## src/rtl/reg_bus_arbiter_if.sv

```systemverilog
`default_nettype none
// ============================================================================
//  Module      : reg_bus_arbiter_if
//  Description : Bundle of the host and loader req/ack ports plus the
//                register bus driven by reg_bus_arbiter.
//                master : the arbiter side (owns the register bus, issues acks)
//                slave  : the environment side (requesters and Registers block)
//  Revision    : 1.0  initial release
// ============================================================================
interface reg_bus_arbiter_if #(
    parameter int ADDR_WIDTH = 16,
    parameter int DATA_WIDTH = 16
);
    // Host MCU requester
    logic                  host_req;
    logic                  host_wr;
    logic [1:0]            host_be;
    logic [ADDR_WIDTH-1:0] host_addr;
    logic [DATA_WIDTH-1:0] host_wdata;
    logic                  host_ack;
    logic [DATA_WIDTH-1:0] host_rdata;

    // Vblank register loader requester
    logic                  ldr_req;
    logic                  ldr_wr;
    logic [1:0]            ldr_be;
    logic [ADDR_WIDTH-1:0] ldr_addr;
    logic [DATA_WIDTH-1:0] ldr_wdata;
    logic                  ldr_ack;
    logic [DATA_WIDTH-1:0] ldr_rdata;

    // Register bus
    logic                  reg_en;
    logic                  reg_rd;
    logic                  reg_wr;
    logic [1:0]            reg_be;
    logic [ADDR_WIDTH-1:0] reg_addr;
    logic [DATA_WIDTH-1:0] reg_wdata;
    logic [DATA_WIDTH-1:0] reg_rdata;

    modport master (
        input  host_req, host_wr, host_be, host_addr, host_wdata,
        output host_ack, host_rdata,
        input  ldr_req, ldr_wr, ldr_be, ldr_addr, ldr_wdata,
        output ldr_ack, ldr_rdata,
        output reg_en, reg_rd, reg_wr, reg_be, reg_addr, reg_wdata,
        input  reg_rdata
    );

    modport slave (
        output host_req, host_wr, host_be, host_addr, host_wdata,
        input  host_ack, host_rdata,
        output ldr_req, ldr_wr, ldr_be, ldr_addr, ldr_wdata,
        input  ldr_ack, ldr_rdata,
        input  reg_en, reg_rd, reg_wr, reg_be, reg_addr, reg_wdata,
        output reg_rdata
    );
endinterface
`default_nettype wire

```

## src/rtl/reg_bus_arbiter.sv

```systemverilog
`default_nettype none
// ============================================================================
//  Module      : reg_bus_arbiter
//  Description : Arbitrates the Registers block between the host MCU bus and
//                the vblank register loader, and sequences a fixed
//                SETUP / STROBE / HOLD cycle per access. reg_wr never changes
//                in the same cycle as address, data or reg_en, so the
//                register's falling-edge latch always sees a stable bus.
//                Optional macro REG_ARB_ROUND_ROBIN_EN selects round-robin
//                tie-breaking; otherwise the host has fixed priority.
//  Revision    : 1.0  initial release
// ============================================================================
module reg_bus_arbiter #(
    parameter int ADDR_WIDTH = 16,
    parameter int DATA_WIDTH = 16
) (
    input wire              clk,
    input wire              reset,
    reg_bus_arbiter_if.master bus
);

    localparam logic [1:0] c_st_idle   = 2'd0;
    localparam logic [1:0] c_st_setup  = 2'd1;
    localparam logic [1:0] c_st_strobe = 2'd2;
    localparam logic [1:0] c_st_hold   = 2'd3;

    logic [1:0]            r_state;
    logic                  r_grant_ldr;   // 1: loader owns the access in flight
    logic                  r_wr_op;       // 1: access in flight is a write

    logic                  r_reg_en;
    logic                  r_reg_rd;
    logic                  r_reg_wr;
    logic [1:0]            r_reg_be;
    logic [ADDR_WIDTH-1:0] r_reg_addr;
    logic [DATA_WIDTH-1:0] r_reg_wdata;

    logic                  r_host_ack;
    logic                  r_ldr_ack;
    logic [DATA_WIDTH-1:0] r_host_rdata;
    logic [DATA_WIDTH-1:0] r_ldr_rdata;

    logic                  w_host_elig;
    logic                  w_ldr_elig;
    logic                  w_pick_ldr;
    logic                  w_grant;
    logic                  w_sel_wr;
    logic [1:0]            w_sel_be;
    logic [ADDR_WIDTH-1:0] w_sel_addr;
    logic [DATA_WIDTH-1:0] w_sel_wdata;

    // A requester being acked this cycle is still holding req from the
    // finished access, so it must not be re-granted until the next cycle.
    assign w_host_elig = bus.host_req & ~r_host_ack;
    assign w_ldr_elig  = bus.ldr_req  & ~r_ldr_ack;

`ifdef REG_ARB_ROUND_ROBIN_EN
    // Set when the loader was granted last; reset so the loader wins the first tie.
    logic r_last_ldr;

    assign w_pick_ldr = w_ldr_elig & (~w_host_elig | ~r_last_ldr);
`else
    // Host wins every tie; the loader only gets the bus when the host is quiet.
    assign w_pick_ldr = w_ldr_elig & ~w_host_elig;
`endif

    assign w_grant = (r_state == c_st_idle) & (w_host_elig | w_ldr_elig);

    // Request fields of the winner, sampled only at grant.
    assign w_sel_wr    = w_pick_ldr ? bus.ldr_wr    : bus.host_wr;
    assign w_sel_be    = w_pick_ldr ? bus.ldr_be    : bus.host_be;
    assign w_sel_addr  = w_pick_ldr ? bus.ldr_addr  : bus.host_addr;
    assign w_sel_wdata = w_pick_ldr ? bus.ldr_wdata : bus.host_wdata;

    // Access sequencer: IDLE -> SETUP -> STROBE -> HOLD -> IDLE.
    always_ff @(posedge clk) begin
        if (reset) begin
            r_state <= c_st_idle;
        end else begin
            case (r_state)
                c_st_idle:   if (w_grant) r_state <= c_st_setup;
                c_st_setup:  r_state <= c_st_strobe;
                c_st_strobe: r_state <= c_st_hold;
                c_st_hold:   r_state <= c_st_idle;
                default:     r_state <= c_st_idle;
            endcase
        end
    end

    // Remember who was granted and what kind of access it is.
    always_ff @(posedge clk) begin
        if (reset) begin
            r_grant_ldr <= 1'b0;
            r_wr_op     <= 1'b0;
        end else if (w_grant) begin
            r_grant_ldr <= w_pick_ldr;
            r_wr_op     <= w_sel_wr;
        end
    end

    // Address, data and byte enables are loaded at grant and then held
    // untouched until the next grant, which keeps them stable around reg_wr.
    always_ff @(posedge clk) begin
        if (reset) begin
            r_reg_be    <= '0;
            r_reg_addr  <= '0;
            r_reg_wdata <= '0;
        end else if (w_grant) begin
            r_reg_be    <= w_sel_be;
            r_reg_addr  <= w_sel_addr;
            r_reg_wdata <= w_sel_wdata;
        end
    end

    // Bus strobes: en spans SETUP..HOLD, rd spans SETUP..STROBE for reads,
    // wr is high only in STROBE for writes.
    always_ff @(posedge clk) begin
        if (reset) begin
            r_reg_en <= 1'b0;
            r_reg_rd <= 1'b0;
            r_reg_wr <= 1'b0;
        end else begin
            case (r_state)
                c_st_idle: begin
                    if (w_grant) begin
                        r_reg_en <= 1'b1;
                        r_reg_rd <= ~w_sel_wr;
                        r_reg_wr <= 1'b0;
                    end
                end
                c_st_setup: begin
                    r_reg_wr <= r_wr_op;
                end
                c_st_strobe: begin
                    r_reg_rd <= 1'b0;
                    r_reg_wr <= 1'b0;
                end
                c_st_hold: begin
                    r_reg_en <= 1'b0;
                end
                default: begin
                    r_reg_en <= 1'b0;
                    r_reg_rd <= 1'b0;
                    r_reg_wr <= 1'b0;
                end
            endcase
        end
    end

    // Read data is captured at the end of STROBE into the granted port only;
    // writes and the other port's accesses leave it untouched.
    always_ff @(posedge clk) begin
        if (reset) begin
            r_host_rdata <= '0;
            r_ldr_rdata  <= '0;
        end else if ((r_state == c_st_strobe) && !r_wr_op) begin
            if (r_grant_ldr) begin
                r_ldr_rdata  <= bus.reg_rdata;
            end else begin
                r_host_rdata <= bus.reg_rdata;
            end
        end
    end

    // One-cycle completion pulse to the granted port as HOLD is left.
    always_ff @(posedge clk) begin
        if (reset) begin
            r_host_ack <= 1'b0;
            r_ldr_ack  <= 1'b0;
        end else begin
            r_host_ack <= (r_state == c_st_hold) & ~r_grant_ldr;
            r_ldr_ack  <= (r_state == c_st_hold) &  r_grant_ldr;
        end
    end

`ifdef REG_ARB_ROUND_ROBIN_EN
    // Round-robin pointer follows every grant.
    always_ff @(posedge clk) begin
        if (reset) begin
            r_last_ldr <= 1'b0;
        end else if (w_grant) begin
            r_last_ldr <= w_pick_ldr;
        end
    end
`endif

    assign bus.reg_en     = r_reg_en;
    assign bus.reg_rd     = r_reg_rd;
    assign bus.reg_wr     = r_reg_wr;
    assign bus.reg_be     = r_reg_be;
    assign bus.reg_addr   = r_reg_addr;
    assign bus.reg_wdata  = r_reg_wdata;
    assign bus.host_ack   = r_host_ack;
    assign bus.host_rdata = r_host_rdata;
    assign bus.ldr_ack    = r_ldr_ack;
    assign bus.ldr_rdata  = r_ldr_rdata;

endmodule
`default_nettype wire

```

## src/flat_wrapper.sv

```systemverilog
// flat-port wrapper written by rule: the top's interface ports become plain ports
module reg_bus_arbiter_flat 
#(
    parameter int ADDR_WIDTH = 16,
    parameter int DATA_WIDTH = 16
)
  (clk, reset, bus_host_req, bus_host_wr, bus_host_be, bus_host_addr, bus_host_wdata, bus_host_ack, bus_host_rdata, bus_ldr_req, bus_ldr_wr, bus_ldr_be, bus_ldr_addr, bus_ldr_wdata, bus_ldr_ack, bus_ldr_rdata, bus_reg_en, bus_reg_rd, bus_reg_wr, bus_reg_be, bus_reg_addr, bus_reg_wdata, bus_reg_rdata);
  reg_bus_arbiter_if #(.ADDR_WIDTH(ADDR_WIDTH), .DATA_WIDTH(DATA_WIDTH)) bus_i ();
  input wire clk;
  input wire reset;
  input wire logic [$bits(bus_i.host_req)-1:0] bus_host_req;
  input wire logic [$bits(bus_i.host_wr)-1:0] bus_host_wr;
  input wire logic [$bits(bus_i.host_be)-1:0] bus_host_be;
  input wire logic [$bits(bus_i.host_addr)-1:0] bus_host_addr;
  input wire logic [$bits(bus_i.host_wdata)-1:0] bus_host_wdata;
  output wire logic [$bits(bus_i.host_ack)-1:0] bus_host_ack;
  output wire logic [$bits(bus_i.host_rdata)-1:0] bus_host_rdata;
  input wire logic [$bits(bus_i.ldr_req)-1:0] bus_ldr_req;
  input wire logic [$bits(bus_i.ldr_wr)-1:0] bus_ldr_wr;
  input wire logic [$bits(bus_i.ldr_be)-1:0] bus_ldr_be;
  input wire logic [$bits(bus_i.ldr_addr)-1:0] bus_ldr_addr;
  input wire logic [$bits(bus_i.ldr_wdata)-1:0] bus_ldr_wdata;
  output wire logic [$bits(bus_i.ldr_ack)-1:0] bus_ldr_ack;
  output wire logic [$bits(bus_i.ldr_rdata)-1:0] bus_ldr_rdata;
  output wire logic [$bits(bus_i.reg_en)-1:0] bus_reg_en;
  output wire logic [$bits(bus_i.reg_rd)-1:0] bus_reg_rd;
  output wire logic [$bits(bus_i.reg_wr)-1:0] bus_reg_wr;
  output wire logic [$bits(bus_i.reg_be)-1:0] bus_reg_be;
  output wire logic [$bits(bus_i.reg_addr)-1:0] bus_reg_addr;
  output wire logic [$bits(bus_i.reg_wdata)-1:0] bus_reg_wdata;
  input wire logic [$bits(bus_i.reg_rdata)-1:0] bus_reg_rdata;
  assign bus_i.host_req = bus_host_req;
  assign bus_i.host_wr = bus_host_wr;
  assign bus_i.host_be = bus_host_be;
  assign bus_i.host_addr = bus_host_addr;
  assign bus_i.host_wdata = bus_host_wdata;
  assign bus_host_ack = bus_i.host_ack;
  assign bus_host_rdata = bus_i.host_rdata;
  assign bus_i.ldr_req = bus_ldr_req;
  assign bus_i.ldr_wr = bus_ldr_wr;
  assign bus_i.ldr_be = bus_ldr_be;
  assign bus_i.ldr_addr = bus_ldr_addr;
  assign bus_i.ldr_wdata = bus_ldr_wdata;
  assign bus_ldr_ack = bus_i.ldr_ack;
  assign bus_ldr_rdata = bus_i.ldr_rdata;
  assign bus_reg_en = bus_i.reg_en;
  assign bus_reg_rd = bus_i.reg_rd;
  assign bus_reg_wr = bus_i.reg_wr;
  assign bus_reg_be = bus_i.reg_be;
  assign bus_reg_addr = bus_i.reg_addr;
  assign bus_reg_wdata = bus_i.reg_wdata;
  assign bus_i.reg_rdata = bus_reg_rdata;
  reg_bus_arbiter #(.ADDR_WIDTH(ADDR_WIDTH), .DATA_WIDTH(DATA_WIDTH)) u_core (.clk(clk), .reset(reset), .bus(bus_i));
endmodule
```

## config.mk

```make
export PLATFORM = sky130hd
export DESIGN_NAME = reg_bus_arbiter_flat
export DESIGN_NICKNAME = d
export VERILOG_FILES = /design/src/rtl/reg_bus_arbiter_if.sv /design/src/rtl/reg_bus_arbiter.sv /design/src/flat_wrapper.sv
export SDC_FILE = /design/constraint.sdc
export NUM_CORES = 1
export LEC_CHECK = 0
export ABC_AREA = 1
export CAP_MARGIN = 20
export CELL_PAD_IN_SITES_DETAIL_PLACEMENT = 1
export CELL_PAD_IN_SITES_GLOBAL_PLACEMENT = 1
export CORE_MARGIN = 8
export CORE_UTILIZATION = 30
export CTS_CLUSTER_DIAMETER = 200
export DETAILED_ROUTE_END_ITERATION = 8
export GPL_ROUTABILITY_DRIVEN = 0
export PLACE_DENSITY = 0.87
export SLEW_MARGIN = 15
export SYNTH_ARGS = -nofsm -noshare
export SYNTH_HDL_FRONTEND = slang
export SYNTH_SLANG_ARGS = --single-unit
```

## constraint.sdc

```tcl
create_clock -name clk -period 1.95 [get_ports clk]
set_input_delay 0.2925 -clock clk [delete_from_list [all_inputs] [get_ports clk]]
set_output_delay 0.2925 -clock clk [all_outputs]
set_load 0.01 [all_outputs]
```

==> impl_metrics.tcl <==
set metrics [dict create \
    status "complete, no violations" \
    seq_area_frac_synth 0.445 \
    pin_count 161 \
    dieWidth_um 122 \
    hpwl_um 10000 \
    netlist_instances 497 \
    final_max_slew_viol_count 0 \
    pre_cts_ws_ns 0.245 \
    drtAntennaViolNets 0 \
    dr.pass1.iters 6 \
    vias 3655 \
    grt_max_degree 33 \
    synth.distinct_cells 18 \
    worst-path-max-fanout 3 \
    finalSetupViolations 0 \
    rows 38 \
    reg2reg_slack_ns 0.40 \
    synth.area.top_cells "dfxtp_1 44%, nand2_1 13%, inv_1 12%" \
    fillers 1348 \
    dpl-instance-area_um2 5110 \
    layout_setup_ws_ns 0.377 \
    worstMarginPinSlew_ns 0.305 \
    fin_area_um2 5460 \
    dieHeight_um 122 \
    critPathTopFamily "buffers and inverters" \
    cts-root-buf "clkbuf_16" \
    hold_buffers 0 \
    cts.sinks 75 \
    cts_buffer_depth 2 \
    detail_route.wl_per_cell_um 16.3 \
    skew_ns 0.00708 \
    path_class "flip-flop to primary output" \
    syn_to_final_growth_pct 61.7 \
    core_um2 10900 \
    grt_pass1_wl_um 20500 \
    initialDrtViolationCount 181 \
    slowest_stage "clkdlybuf4s50_1" \
    yosys_warnings 0 \
    gr-usage-all-layers 0.175 \
    synth_area_um2 3380 \
    cts_max_level 3 \
    layout-drive-gt1-share 0.0546 \
    drc 0 \
    synth.net_count 592 \
    clock_latency_ns 0.33 \
    finalHoldViolCount 0 \
    period_minus_slack_ns 1.57 \
    post-cts-setup-buffers 0 \
    layout_commonest_cell "clkdlybuf4s50_1" \
    cts-resized-gates 0 \
    antenna_found_initial 1 \
    numCtsBuffers 9 \
    path_depth 1 \
    maxCapViolations 0 \
    dieArea_um2 14900 \
    start_kind "flip-flop" \
    num-nets-final 749 \
    fmax_mhz 636 \
    first_global_vias 4062 \
    hold_depth 2 \
    worst_ir_drop_vdd_v 0.000436 \
    finalSetupTns_ns 0 \
    synth_top_area_frac 0.445 \
    clk_pin_slew_ns 0.06 \
    initial_core_util 0.309 \
    path_buf_inv 1 \
    synth_top_area_cell "dfxtp_1" \
    final_cell_mix "160 x clkdlybuf4s50_1, 118 x nand2_1, 112 x inv_1" \
    synth_seq_cells 75 \
    grt_setup_unrepaired "false" \
    syn_avg_cell_area_um2 6.79 \
    arrival_ns 1.28 \
    min_path_type "flip-flop to flip-flop" \
    finalCritPeriodShare 0.807 \
    power_leakage_uw 0.00242 \
    path_cells "clkdlybuf4s50_1" \
    powerDensity_nw_per_um2 1250 \
    io_buffers 160 \
    overflow 0 \
    rr_worst_depth 7 \
    cp_data_required_time_ns 1.66 \
    cts_tree "yes" \
    wirelength_um 13100 \
    relSlewSlack 0.797 \
    vias_per_cell 4.57 \
    crit_path_end_kind "primary output" \
    holdWs_ns 0.443 \
    slowest_delay_ns 0.56 \
]
-- state kept, by name, indices dropped and copies added, names as in the netlist, 2 cells and up --
name,cells
u_core.bus.host_rdata,16
u_core.bus.ldr_rdata,16
u_core.bus.reg_addr,16
u_core.bus.reg_be,2
u_core.bus.reg_wdata,16
u_core.r_state,2
-- cells in the mapped netlist --
cell type and count:
clkinv_2 1, nor2_2 1, a21oi_1 72, nand2_1 118, nor3_1 2, inv_1 112, nand2_2 3, dfxtp_1 75
nand3_1 41, buf_4 3, clkbuf_1 9, or2_2 1, buf_2 12, nor2_1 4, inv_2 2, o21ai_0 33
ha_1 5, buf_6 3
-- power breakdown --
part           internal [uW]  total, uW  leakage, uW  switching [uW]
Combinational           1310       2710      0.00163            1400
Sequential              1950       2190     0.000616             232
Clock                   1280       1910     0.000170             630
Total                   4540       6800      0.00242            2260
-- final cells by class --
type	instances	area (um2)	share of cell area
Clock inverter	5	100	0.0183
Tap cell	140	175	0.0321
Antenna cell	1	2.50	0.000458
Multi-Input combinational cell	280	1290	0.237
Sequential cell	75	1500	0.275
Timing Repair Buffer	173	1710	0.314
Inverter	115	433	0.0793
Clock buffer	11	243	0.0445
-- per-stage QoR --
step / utilization / total power [uW] / cells
after global placement: 0.468 / 4790 / 783
after global routing: 0.499 / 7240 / 800
after detailed placement: 0.468 / 4940 / 783
after floorplan: - / 3550 / 497
final: 0.499 / 6800 / 800
after CTS: 0.499 / 6890 / 799
-- per-layer routing --
metal / part of all wire / GRT usage / up-vias
li1: - / - / 1826
met1: 0.36 / 0.164 / 1719
met2: 0.56 / 0.347 / 83
met3: 0.045 / 0.0403 / 27
met4: 0.038 / 0.0845 / 0
met5: 0 / 0 / -
-- final timing paths --
path,startpoint,to
min,u_core.bus.host_rdata[15]$_SDFFE_PP0P_,u_core.bus.host_rdata[15]$_SDFFE_PP0P_
max reg2reg,u_core.r_state[0]$_SDFFE_PP0P_,u_core.bus.reg_wdata[9]$_SDFFE_PP0P_
min reg2reg,u_core.bus.host_rdata[15]$_SDFFE_PP0P_,u_core.bus.host_rdata[15]$_SDFFE_PP0P_
max,u_core.bus.ldr_ack$_SDFF_PP0_,bus_ldr_ack
-- worst min-delay path: stages (launching register included) --
cell	delay, ns
dfxtp_1	0.30
inv_1	0.04
a21oi_1	0.05
-- logic make-up (layout without fill, tap and decap cells) --
family                   count (synthesis)  count (layout)  synth area share
AO/OA/AOI/OAI                          105             105             0.156
buffers and inverters                  142             304             0.173
other                                    0               1                 0
flip-flops                              75              75             0.445
AND/OR/NAND/NOR                        170             170             0.209
adder cells (fa/ha/maj)                  5               5            0.0185
No activity file was read; power rests on OpenSTA's default activity.
